File: config.mk
export PLATFORM = sky130hd
export DESIGN_NAME = branch_prediction_unit_flat
export DESIGN_NICKNAME = d
export VERILOG_FILES = /design/src/rtl/branch_prediction_unit_pkg.sv /design/src/rtl/branch_prediction_unit_if.sv /design/src/rtl/branch_prediction_unit_btb_array.sv /design/src/rtl/branch_prediction_unit.sv /design/src/flat_wrapper.sv
export SDC_FILE = /design/constraint.sdc
export NUM_CORES = 1
export LEC_CHECK = 0
export CELL_PAD_IN_SITES_DETAIL_PLACEMENT = 2
export CELL_PAD_IN_SITES_GLOBAL_PLACEMENT = 2
export CORE_ASPECT_RATIO = 0.9
export CORE_MARGIN = 2
export CORE_UTILIZATION = 43
export CTS_BUF_LIST = sky130_fd_sc_hd__clkbuf_16
export CTS_CLUSTER_SIZE = 24
export DETAILED_ROUTE_END_ITERATION = 8
export PLACE_DENSITY_LB_ADDON = 0.1
export SLEW_MARGIN = 10
export SYNTH_ARGS = -nofsm -noshare
export SYNTH_HDL_FRONTEND = slang
export SYNTH_SLANG_ARGS = --single-unit
File: constraint.sdc
create_clock -name clk -period 7.98 [get_ports clk]
set_clock_uncertainty 0.2 [all_clocks]
set_input_delay 0.798 -clock clk [delete_from_list [all_inputs] [get_ports clk]]
set_output_delay 0.798 -clock clk [all_outputs]
set_load 0.01 [all_outputs]
File: src/rtl/branch_prediction_unit_pkg.sv
// Shared helpers for the branch predictor: saturating counter arithmetic and PC index/tag extraction.
// Pure functions with no state, so prediction and resolve paths compute identical indices.
package branch_pred_pkg;

    localparam int MAX_W = 64;
    typedef logic [MAX_W-1:0] word_t;

    function automatic word_t ctr_inc(word_t c, int bits);
        word_t mx;
        mx = (word_t'(1) << bits) - 1;
        return (c >= mx) ? mx : c + 1;
    endfunction

    function automatic word_t ctr_dec(word_t c);
        return (c == '0) ? '0 : c - 1;
    endfunction

    function automatic logic ctr_taken(word_t c, int bits);
        return c[bits-1];
    endfunction

    // Word-aligned PC: bits [1:0] never participate in indexing.
    function automatic word_t pc_index(word_t pc, int index_bits);
        return (pc >> 2) & ((word_t'(1) << index_bits) - 1);
    endfunction

    function automatic word_t pc_tag(word_t pc, int index_bits, int tag_bits);
        return (pc >> (index_bits + 2)) & ((word_t'(1) << tag_bits) - 1);
    endfunction

endpackage

File: src/rtl/branch_prediction_unit_if.sv
// ID prediction and ALU resolve signals between the pipeline (master) and the predictor (slave).
interface branch_prediction_unit_if #(
    parameter int PC_WIDTH   = 32,
    parameter int INDEX_BITS = 3
);
    logic                  id_valid;
    logic                  id_is_branch;
    logic [PC_WIDTH-1:0]   id_pc;
    logic                  id_predict_taken;
    logic [PC_WIDTH-1:0]   id_predict_target;
    logic [INDEX_BITS-1:0] id_index;

    logic                  ex_valid;
    logic                  ex_is_branch;
    logic [PC_WIDTH-1:0]   ex_pc;
    logic [INDEX_BITS-1:0] ex_index;
    logic                  ex_pred_taken;
    logic [PC_WIDTH-1:0]   ex_pred_target;
    logic                  ex_taken;
    logic [PC_WIDTH-1:0]   ex_target;

    logic                  flush;
    logic [PC_WIDTH-1:0]   redirect_pc;
    logic [15:0]           mispredict_count;

    modport master (
        output id_valid, id_is_branch, id_pc,
        output ex_valid, ex_is_branch, ex_pc, ex_index, ex_pred_taken, ex_pred_target, ex_taken, ex_target,
        input  id_predict_taken, id_predict_target, id_index, flush, redirect_pc, mispredict_count
    );

    modport slave (
        input  id_valid, id_is_branch, id_pc,
        input  ex_valid, ex_is_branch, ex_pc, ex_index, ex_pred_taken, ex_pred_target, ex_taken, ex_target,
        output id_predict_taken, id_predict_target, id_index, flush, redirect_pc, mispredict_count
    );
endinterface

File: src/rtl/branch_prediction_unit_btb_array.sv
// Branch target buffer storage: combinational read, write on the clock edge, async clear of valid bits.
// Tag/target entries are not reset; a cleared valid bit is enough to hide them.
module btb_array #(
    parameter int INDEX_BITS = 3,
    parameter int TAG_BITS   = 8,
    parameter int PC_WIDTH   = 32
) (
    input  logic                  clk,
    input  logic                  rst_n,
    input  logic [INDEX_BITS-1:0] i_rd_idx,
    output logic                  o_rd_vld,
    output logic [TAG_BITS-1:0]   o_rd_tag,
    output logic [PC_WIDTH-1:0]   o_rd_target,
    input  logic                  i_wr_en,
    input  logic [INDEX_BITS-1:0] i_wr_idx,
    input  logic [TAG_BITS-1:0]   i_wr_tag,
    input  logic [PC_WIDTH-1:0]   i_wr_target
);
    localparam int ENTRIES = 1 << INDEX_BITS;

    logic [ENTRIES-1:0]  r_valid;
    logic [TAG_BITS-1:0] r_tag    [ENTRIES];
    logic [PC_WIDTH-1:0] r_target [ENTRIES];

    always_ff @(posedge clk or negedge rst_n) begin
        if (!rst_n) begin
            r_valid <= '0;
        end else if (i_wr_en) begin
            r_valid[i_wr_idx] <= 1'b1;
        end
    end

    always_ff @(posedge clk) begin
        if (i_wr_en) begin
            r_tag[i_wr_idx]    <= i_wr_tag;
            r_target[i_wr_idx] <= i_wr_target;
        end
    end

    assign o_rd_vld    = r_valid[i_rd_idx];
    assign o_rd_tag    = r_tag[i_rd_idx];
    assign o_rd_target = r_target[i_rd_idx];

endmodule

File: src/rtl/branch_prediction_unit.sv
// Direction (PHT, bimodal or gshare) and target (tagged BTB) prediction in ID; resolve, flush and train in ALU.
// Prediction and flush are zero-latency combinational; training lands on the resolve edge; no backpressure.
module branch_prediction_unit
    import branch_pred_pkg::*;
#(
    parameter int PC_WIDTH   = 32,
    parameter int INDEX_BITS = 3,
    parameter int CTR_BITS   = 2,
    parameter int INIT_CTR   = 3,
    parameter int HIST_BITS  = 0,
    parameter int TAG_BITS   = 8
) (
    input  logic                     clk,
    input  logic                     reset,
    branch_prediction_unit_if.slave  bus
);
    localparam int ENTRIES = 1 << INDEX_BITS;
    localparam int GHR_W   = (HIST_BITS > 0) ? HIST_BITS : 1;

    logic [CTR_BITS-1:0]   r_pht [ENTRIES];
    logic [GHR_W-1:0]      r_ghr;
    logic [15:0]           r_mis_cnt;

    logic [INDEX_BITS-1:0] w_btb_idx;
    logic [INDEX_BITS-1:0] w_hist_idx;
    logic [INDEX_BITS-1:0] w_pht_idx;
    logic [TAG_BITS-1:0]   w_id_tag;
    logic [CTR_BITS-1:0]   w_ctr;
    logic                  w_rd_vld;
    logic [TAG_BITS-1:0]   w_rd_tag;
    logic [PC_WIDTH-1:0]   w_rd_target;
    logic                  w_btb_hit;
    logic                  w_resolve;
    logic                  w_mispredict;
    logic                  w_btb_wr;
    logic [INDEX_BITS-1:0] w_ex_btb_idx;
    logic [TAG_BITS-1:0]   w_ex_tag;

    assign w_btb_idx  = INDEX_BITS'(pc_index(word_t'(bus.id_pc), INDEX_BITS));
    assign w_id_tag   = TAG_BITS'(pc_tag(word_t'(bus.id_pc), INDEX_BITS, TAG_BITS));
    assign w_hist_idx = (HIST_BITS > 0) ? INDEX_BITS'(r_ghr) : '0;
    assign w_pht_idx  = w_btb_idx ^ w_hist_idx;
    assign w_ctr      = r_pht[w_pht_idx];
    assign w_btb_hit  = w_rd_vld & (w_rd_tag == w_id_tag);

    // A taken counter without a known target cannot redirect fetch, so it falls back to not-taken.
    assign bus.id_predict_taken  = reset & bus.id_valid & bus.id_is_branch
                                 & ctr_taken(word_t'(w_ctr), CTR_BITS) & w_btb_hit;
    assign bus.id_predict_target = w_btb_hit ? w_rd_target : bus.id_pc + PC_WIDTH'(4);
    assign bus.id_index          = w_pht_idx;

    assign w_resolve    = bus.ex_valid & bus.ex_is_branch;
    assign w_mispredict = (bus.ex_taken != bus.ex_pred_taken)
                        | (bus.ex_taken & bus.ex_pred_taken & (bus.ex_target != bus.ex_pred_target));

    assign bus.flush            = reset & w_resolve & w_mispredict;
    assign bus.redirect_pc      = bus.ex_taken ? bus.ex_target : bus.ex_pc + PC_WIDTH'(4);
    assign bus.mispredict_count = r_mis_cnt;

    assign w_btb_wr     = w_resolve & bus.ex_taken;
    assign w_ex_btb_idx = INDEX_BITS'(pc_index(word_t'(bus.ex_pc), INDEX_BITS));
    assign w_ex_tag     = TAG_BITS'(pc_tag(word_t'(bus.ex_pc), INDEX_BITS, TAG_BITS));

    btb_array #(
        .INDEX_BITS (INDEX_BITS),
        .TAG_BITS   (TAG_BITS),
        .PC_WIDTH   (PC_WIDTH)
    ) u_btb (
        .clk         (clk),
        .rst_n       (reset),
        .i_rd_idx    (w_btb_idx),
        .o_rd_vld    (w_rd_vld),
        .o_rd_tag    (w_rd_tag),
        .o_rd_target (w_rd_target),
        .i_wr_en     (w_btb_wr),
        .i_wr_idx    (w_ex_btb_idx),
        .i_wr_tag    (w_ex_tag),
        .i_wr_target (bus.ex_target)
    );

    always_ff @(posedge clk or negedge reset) begin
        if (!reset) begin
            for (int i = 0; i < ENTRIES; i++) begin
                r_pht[i] <= CTR_BITS'(INIT_CTR);
            end
        end else if (w_resolve) begin
            r_pht[bus.ex_index] <= bus.ex_taken
                                 ? CTR_BITS'(ctr_inc(word_t'(r_pht[bus.ex_index]), CTR_BITS))
                                 : CTR_BITS'(ctr_dec(word_t'(r_pht[bus.ex_index])));
        end
    end

    // History is committed only at resolve, so a flushed wrong-path branch never pollutes it.
    always_ff @(posedge clk or negedge reset) begin
        if (!reset) begin
            r_ghr <= '0;
        end else if (w_resolve) begin
            r_ghr <= GHR_W'({r_ghr, bus.ex_taken});
        end
    end

    always_ff @(posedge clk or negedge reset) begin
        if (!reset) begin
            r_mis_cnt <= '0;
        end else if (w_resolve && w_mispredict && (r_mis_cnt != 16'hFFFF)) begin
            r_mis_cnt <= r_mis_cnt + 16'd1;
        end
    end

endmodule

File: src/flat_wrapper.sv
// flat-port wrapper written by rule: the top's interface ports become plain ports
module branch_prediction_unit_flat import branch_pred_pkg::*;
#(
    parameter int PC_WIDTH   = 32,
    parameter int INDEX_BITS = 3,
    parameter int CTR_BITS   = 2,
    parameter int INIT_CTR   = 3,
    parameter int HIST_BITS  = 0,
    parameter int TAG_BITS   = 8
)
  (clk, reset, bus_id_valid, bus_id_is_branch, bus_id_pc, bus_ex_valid, bus_ex_is_branch, bus_ex_pc, bus_ex_index, bus_ex_pred_taken, bus_ex_pred_target, bus_ex_taken, bus_ex_target, bus_id_predict_taken, bus_id_predict_target, bus_id_index, bus_flush, bus_redirect_pc, bus_mispredict_count);
  branch_prediction_unit_if #(.PC_WIDTH(PC_WIDTH), .INDEX_BITS(INDEX_BITS)) bus_i ();
  input  logic clk;
  input  logic reset;
  input wire logic [$bits(bus_i.id_valid)-1:0] bus_id_valid;
  input wire logic [$bits(bus_i.id_is_branch)-1:0] bus_id_is_branch;
  input wire logic [$bits(bus_i.id_pc)-1:0] bus_id_pc;
  input wire logic [$bits(bus_i.ex_valid)-1:0] bus_ex_valid;
  input wire logic [$bits(bus_i.ex_is_branch)-1:0] bus_ex_is_branch;
  input wire logic [$bits(bus_i.ex_pc)-1:0] bus_ex_pc;
  input wire logic [$bits(bus_i.ex_index)-1:0] bus_ex_index;
  input wire logic [$bits(bus_i.ex_pred_taken)-1:0] bus_ex_pred_taken;
  input wire logic [$bits(bus_i.ex_pred_target)-1:0] bus_ex_pred_target;
  input wire logic [$bits(bus_i.ex_taken)-1:0] bus_ex_taken;
  input wire logic [$bits(bus_i.ex_target)-1:0] bus_ex_target;
  output wire logic [$bits(bus_i.id_predict_taken)-1:0] bus_id_predict_taken;
  output wire logic [$bits(bus_i.id_predict_target)-1:0] bus_id_predict_target;
  output wire logic [$bits(bus_i.id_index)-1:0] bus_id_index;
  output wire logic [$bits(bus_i.flush)-1:0] bus_flush;
  output wire logic [$bits(bus_i.redirect_pc)-1:0] bus_redirect_pc;
  output wire logic [$bits(bus_i.mispredict_count)-1:0] bus_mispredict_count;
  assign bus_i.id_valid = bus_id_valid;
  assign bus_i.id_is_branch = bus_id_is_branch;
  assign bus_i.id_pc = bus_id_pc;
  assign bus_i.ex_valid = bus_ex_valid;
  assign bus_i.ex_is_branch = bus_ex_is_branch;
  assign bus_i.ex_pc = bus_ex_pc;
  assign bus_i.ex_index = bus_ex_index;
  assign bus_i.ex_pred_taken = bus_ex_pred_taken;
  assign bus_i.ex_pred_target = bus_ex_pred_target;
  assign bus_i.ex_taken = bus_ex_taken;
  assign bus_i.ex_target = bus_ex_target;
  assign bus_id_predict_taken = bus_i.id_predict_taken;
  assign bus_id_predict_target = bus_i.id_predict_target;
  assign bus_id_index = bus_i.id_index;
  assign bus_flush = bus_i.flush;
  assign bus_redirect_pc = bus_i.redirect_pc;
  assign bus_mispredict_count = bus_i.mispredict_count;
  branch_prediction_unit #(.PC_WIDTH(PC_WIDTH), .INDEX_BITS(INDEX_BITS), .CTR_BITS(CTR_BITS), .INIT_CTR(INIT_CTR), .HIST_BITS(HIST_BITS), .TAG_BITS(TAG_BITS)) u_core (.clk(clk), .reset(reset), .bus(bus_i));
endmodule
; Word level (Yosys, flattened, before mapping)
; Memories as Yosys holds them, arrays and structs flattened.
; Cells that the tools add are included.
[totals]
inputBits = 139
regBits = 40
mem_bits_rw = 320
memories = 2
wordCells = 68
out_inout_bits = 85
[classes]
add_sub_neg = 5
n_bitwise = 15
eq_ne = 4
n_reduce_logical = 5
n_lt_le_gt_ge = 7
muxes = 20
[mem_list]
columns = memory, depth, width, read_ports, rd_clocked_by_memory_dff, write_ports, line_no
row1 = u_core.u_btb.r_target, 8, 32, 1, 0, 1, branch_prediction_unit_btb_array.sv:23  ; logic [PC_WIDTH-1:0] r_target [ENTRIES];
row2 = u_core.u_btb.r_tag, 8, 8, 1, 0, 1, branch_prediction_unit_btb_array.sv:22  ; logic [TAG_BITS-1:0] r_tag [ENTRIES];
[ops]
columns = cell, n
row1 = $add 32x3->32 const B, 2
row2 = $mux 32, 2
row3 = $ne 32x32->1, 1
row4 = $add 16x1->16 const B, 1
row5 = $bwmux 16, 1
row6 = $mux 2, 8
row7 = $ne 16x16->1 const B, 1
row8 = $bmux 2 s3, 2
row9 = $and 1x1->1, 11
row10 = $eq 8x8->1, 1
row11 = $ge 4x4->1 const B, 2
row12 = $lt 3x4->1 const B, 2
row13 = $not 3->4, 2
row14 = $or 8x8->8, 1
row15 = $demux 2 s3, 1
row16 = $logic_and 1x1->1, 4
row17 = $lt 4x1->1 const B, 1
row18 = $mux 1, 4
row19 = $bmux 1 s3, 1
row20 = $demux 1 s3, 1
row21 = $ge 3x1->1 const B, 1
row22 = $add 2x1->2 const B, 1
row23 = $ge 2x2->1 const B, 1
row24 = $logic_not 2->1, 1
row25 = 3 further kinds, 3

; Logic depth before layout (Yosys ltp)
[logic_depth]
depth_word = 8
mapped_depth = 11
ltp_nobuf = 8

; Modules after synthesis
; Synthesis repeated with hierarchy kept, for this count alone.
[unflattened]
cells_unflattened = 995
hier_area_um2 = 16593.4
[by_module_without_submodules]
columns = module, instances, seq_area_each_um2, area_each_um2, cells_each
row1 = btb_array, 1, 9809.4, 12724.7, 498
row2 = branch_prediction_unit, 1, 820.8, 3868.7, 497

; Least setup slack after synthesis
; OpenSTA, ideal clock, no wires.
[synth_path]
path_type = input-to-reg
start = in bus_ex_taken
end = mem u_core.u_btb.r_tag[0][0] (enable)
slack_ns = 3.057
n_path_buf = 1
cell_stages = 4
arrival_time_ns = 4.235
setup_time_ns = 0.488
t_required_ns = 7.292
cell_sequence = clkbuf_1 > nand2_1 > or2_2 > nor3_1
[synth_via]
elab_chain_len = 3
[synth_rtl]
columns = item, line_no
row1 = start: declaration, flat_wrapper.sv:24  ; input wire logic [$bits(bus_i.ex_taken)-1:0] bus_ex_taken;
row2 = $and 1x1->1, branch_prediction_unit.sv:60  ; assign w_btb_wr = w_resolve & bus.ex_taken;
row3 = $mux 1, branch_prediction_unit_btb_array.sv:34  ; if (i_wr_en) begin
row4 = $mux 1 (implied by the code), branch_prediction_unit_btb_array.sv:35  ; r_tag[i_wr_idx] <= i_wr_tag;
row5 = end: declaration, branch_prediction_unit_btb_array.sv:22
; Every way passes these cells.

; Worst setup path after layout
[layout_path]
start = in bus_id_pc[3]
end = out bus_id_predict_target[12]
[layout_via]
elab_chain_len = 4
elab_cells_between_ends = 8
classes_between = add/sub: 1 / eq/ne: 1 / mux: 3 / bitwise: 1 / memory: 2
[layout_rtl]
columns = item, line_no
row1 = start: declaration, flat_wrapper.sv:17  ; input wire logic [$bits(bus_i.id_pc)-1:0] bus_id_pc;
row2 = branches (longest 3 deep; another with $add 32x3->32), -
row3 = $mux 32 *, branch_prediction_unit.sv:49  ; assign bus.id_predict_target = w_btb_hit ? w_rd_target : bus.id_pc + PC_WIDTH'(4);
row4 = end: declaration, flat_wrapper.sv:27  ; output wire logic [$bits(bus_i.id_predict_target)-1:0] bus_id_predict_target;
; Mark *: on every way between the ends. The select of a mux whose other input is x is not followed.

==> metrics <==
area grow syn2layout=25.19%; Inst Count DP=1,668; Clock Latency Late Sink=0.54 ns; Num CTS Buffers=39; Switching Fraction=0.2341; leakage=6.785 nW; Mapped Nets=approximately 1.1k; Post-synth EDFFs=320; Worst Reg-to-Reg Cells=8; top post-synthesis cells by area=edfxtp_1 60%, mux4_2 12%, dfrtp_1 3.7%; initial antenna violation count=5; post-synthesis sequential area ratio=0.6589; Slew headroom=0.4483; Setup Total Neg Slack=0 ns; Sw Pwr=1.051 mW; internal power=3.439 mW; Die Ht=187.8 um; Worst EP arrival=4.72 ns; top-count cell post-synth=edfxtp_1; f_max=0.1749 GHz; Least-Margin Pin Slew=0.8276 ns; Core ar.=around 37,000 sq um; Worst setup SP type=input port; share of layout cells above drive strength 1=0.1865; asr flop ratio synth=0.1111; total track usage=0.2661; DR DRC count=0; Setup Viol. Count Final=0; Non-Filler Instances=1,744; via count=10.13k; per-cell routed wire length=29.32 um; maxcap violations=0; FF-to-FF End=u_core.bus.mispredict_count[9]; drt total wl=51.14 mm; Setup Fix Bufs, Post-CTS=0; area of placed instances=18,950 sq um; slowest CP cell=buf_4; clock power share=0.390; CTS tree=built; Critical Path RT=6.98 ns; GR Overflow Total=0; Clock Path Buffers=3; Clock transition at path regs=0.06 ns; Post-synth top cells=320 x edfxtp_1, 84 x mux4_2, 62 x xnor2_1; Syn Std Cell Area=16,130 sq um; IO Port Bufs=223; Die X=208.2 um; design area=just over 20,000 sq um; RePlAce Congestion=0.7964; global-route wire length before repair=75.80 mm; largest net degree at the start of global routing=67; reg2reg setup slack=5.34 ns; Peak VDD IR=around 110 uV; Reg power frac=0.488; CTS Sinks=between 300 and 400; initial core utilization=0.4345; die area=39,090 sq um; final hold violation count=0; Synth area leader=edfxtp_1; max-slew violations=0; final worst-path cycle share=0.7166; crit end category=output pin; CP max stage delay=0.64 ns; Detail Placement HPWL=34.18 mm; RSZ-0062 raised after global routing=false; average size of a mapped cell=roughly 16 sq um; peak fanout along the critical path=56; root buffer cell=clkbuf_16; status=finished clean; synth unique cells=43; DRT antenna net count=0; top_reg_cell synth=edfxtp_1; worst r2r src=u_core.bus.mispredict_count[4]; worst path cell trace=buf_4 -> mux4_2 -> mux2i_1 -> xor2_1 -> o211ai_1 -> nor4_4 -> buf_4 -> mux2i_1 -> clkdlybuf4s50_1; H-tree Lvls=2; Std-Cell Rows=67; DR vias/cell=5.807; WS Path Type=in -> out; WHS=0.1375 ns; Tot Pwr=4.490 mW; Combinational Power Share=0.121; FF+latch count, synth=360; vias in the first global route=11.28k; PwrDens=222.3 nW/um^2; Synth top area share=0.5956; Final nets=around 1.4k; Synth Instances=986; worst min path class=in -> async; hold buffer count at CTS=0; Post-CTS Resized=0; I/O pin total=224; drt pass-1 iters=5; post-layout min period=5.718 ns; First DRT Iteration DRCs=757; yosys warns=0
-- flip-flops by register name, summed over array words and instances (netlist names) --
register,cells
u_core.u_btb.r_tag,64
u_core.u_btb.r_target,256
u_core.u_btb.r_valid,8
u_core.bus.mispredict_count,16
u_core.r_pht,16
-- cells by family after synthesis --
| logic type | share of synthesized area |
|---|---|
| adder cells (fa/ha/maj) | 0.004343 |
| AND/OR/NAND/NOR | 0.07026 |
| buffers and inverters | 0.01675 |
| AO/OA/AOI/OAI | 0.02164 |
| XOR/XNOR | 0.05700 |
| flip-flops | 0.6589 |
| multiplexers | 0.1712 |
-- critical path, delay by kind of cell --
kind | cells | cell delay [ns]
compound gates | 1 | 0.20
mux | 3 | 1.27
buf+inv | 3 | 1.88
xor+xnor | 1 | 0.18
simple gates | 1 | 0.33
-- routing by layer --
metal  wire length (um)  GRT usage  vias up
li1                   -          -     4330
met2              25520     0.4449      354
met1              21690     0.3546     5364
met3               2691    0.04488       79
met4               1238    0.09242        0
met5                  0          0        -
-- worst max path at each step --
| stage | cells past startpoint | slack (ns) | endpoint | start |
|---|---|---|---|---|
| 3_3_place_gp | 9 | 2.38 | bus_id_predict_target[12] | bus_id_pc[3] |
| 5_1_grt | 10 | 2.02 | bus_id_predict_target[4] | bus_id_pc[3] |
| 2_1_floorplan | 4 | 3.06 | u_core.u_btb.r_tag[0][0] | bus_ex_taken |
| 6_report | 9 | 2.26 | bus_id_predict_target[12] | bus_id_pc[3] |
| 4_1_cts | 9 | 2.17 | bus_id_predict_target[12] | bus_id_pc[3] |
| 3_5_place_dp | 9 | 2.22 | bus_id_predict_target[12] | bus_id_pc[3] |
-- stage by stage --
step,utilization,setup slack [ns]
floorplan,-,3.057
global placement,0.5103,2.381
detailed placement,0.5103,2.223
CTS,0.5433,2.169
global route,0.5438,2.024
finish,0.5439,2.262
-- final cells by class --
cell class	count	area [sq um]
Fill cell	3314	16940
Sequential cell	360	10630
Multi-Input combinational cell	569	5298
Timing Repair Buffer	246	2385
Clock buffer	41	1026
Tap cell	483	604.3
Clock inverter	28	198.9
Inverter	11	41.29
Antenna cell	6	15.01
-- placed cells by master, fill, tap and decap left out, drive strengths merged, types with 2 or more instances in the layout --
cell and count:
clkdlybuf4s50 218, ha 4, xor2 43, maj3 2, o22ai 4, nor2 46
or3 5, clkbuf 41, o211ai 2, nand2 50, diode 6, xnor2 62
dfstp 16, mux2i 52, nand3 41, inv 19, dfrtp 24, edfxtp 320
o21ai 31, clkinvlp 3, nand2b 8, bufinv 3, nor3b 2, clkinv 14
mux2 31, mux4 84, and3 14, or2 12, nor3 17, buf 28
nand4 20, a21oi 20, nor4 9
-- power by group through the flow --
stage | registers, mW | clock network [mW] | logic, mW
global route | 2.20 | 1.84 | 0.588
global placement | 2.23 | 0 | 0.525
detailed placement | 2.23 | 0 | 0.543
floorplan | 2.22 | 0 | 0.261
CTS | 2.19 | 1.78 | 0.549
finish | 2.19 | 1.75 | 0.544
Power figures use the tool's default switching activity.
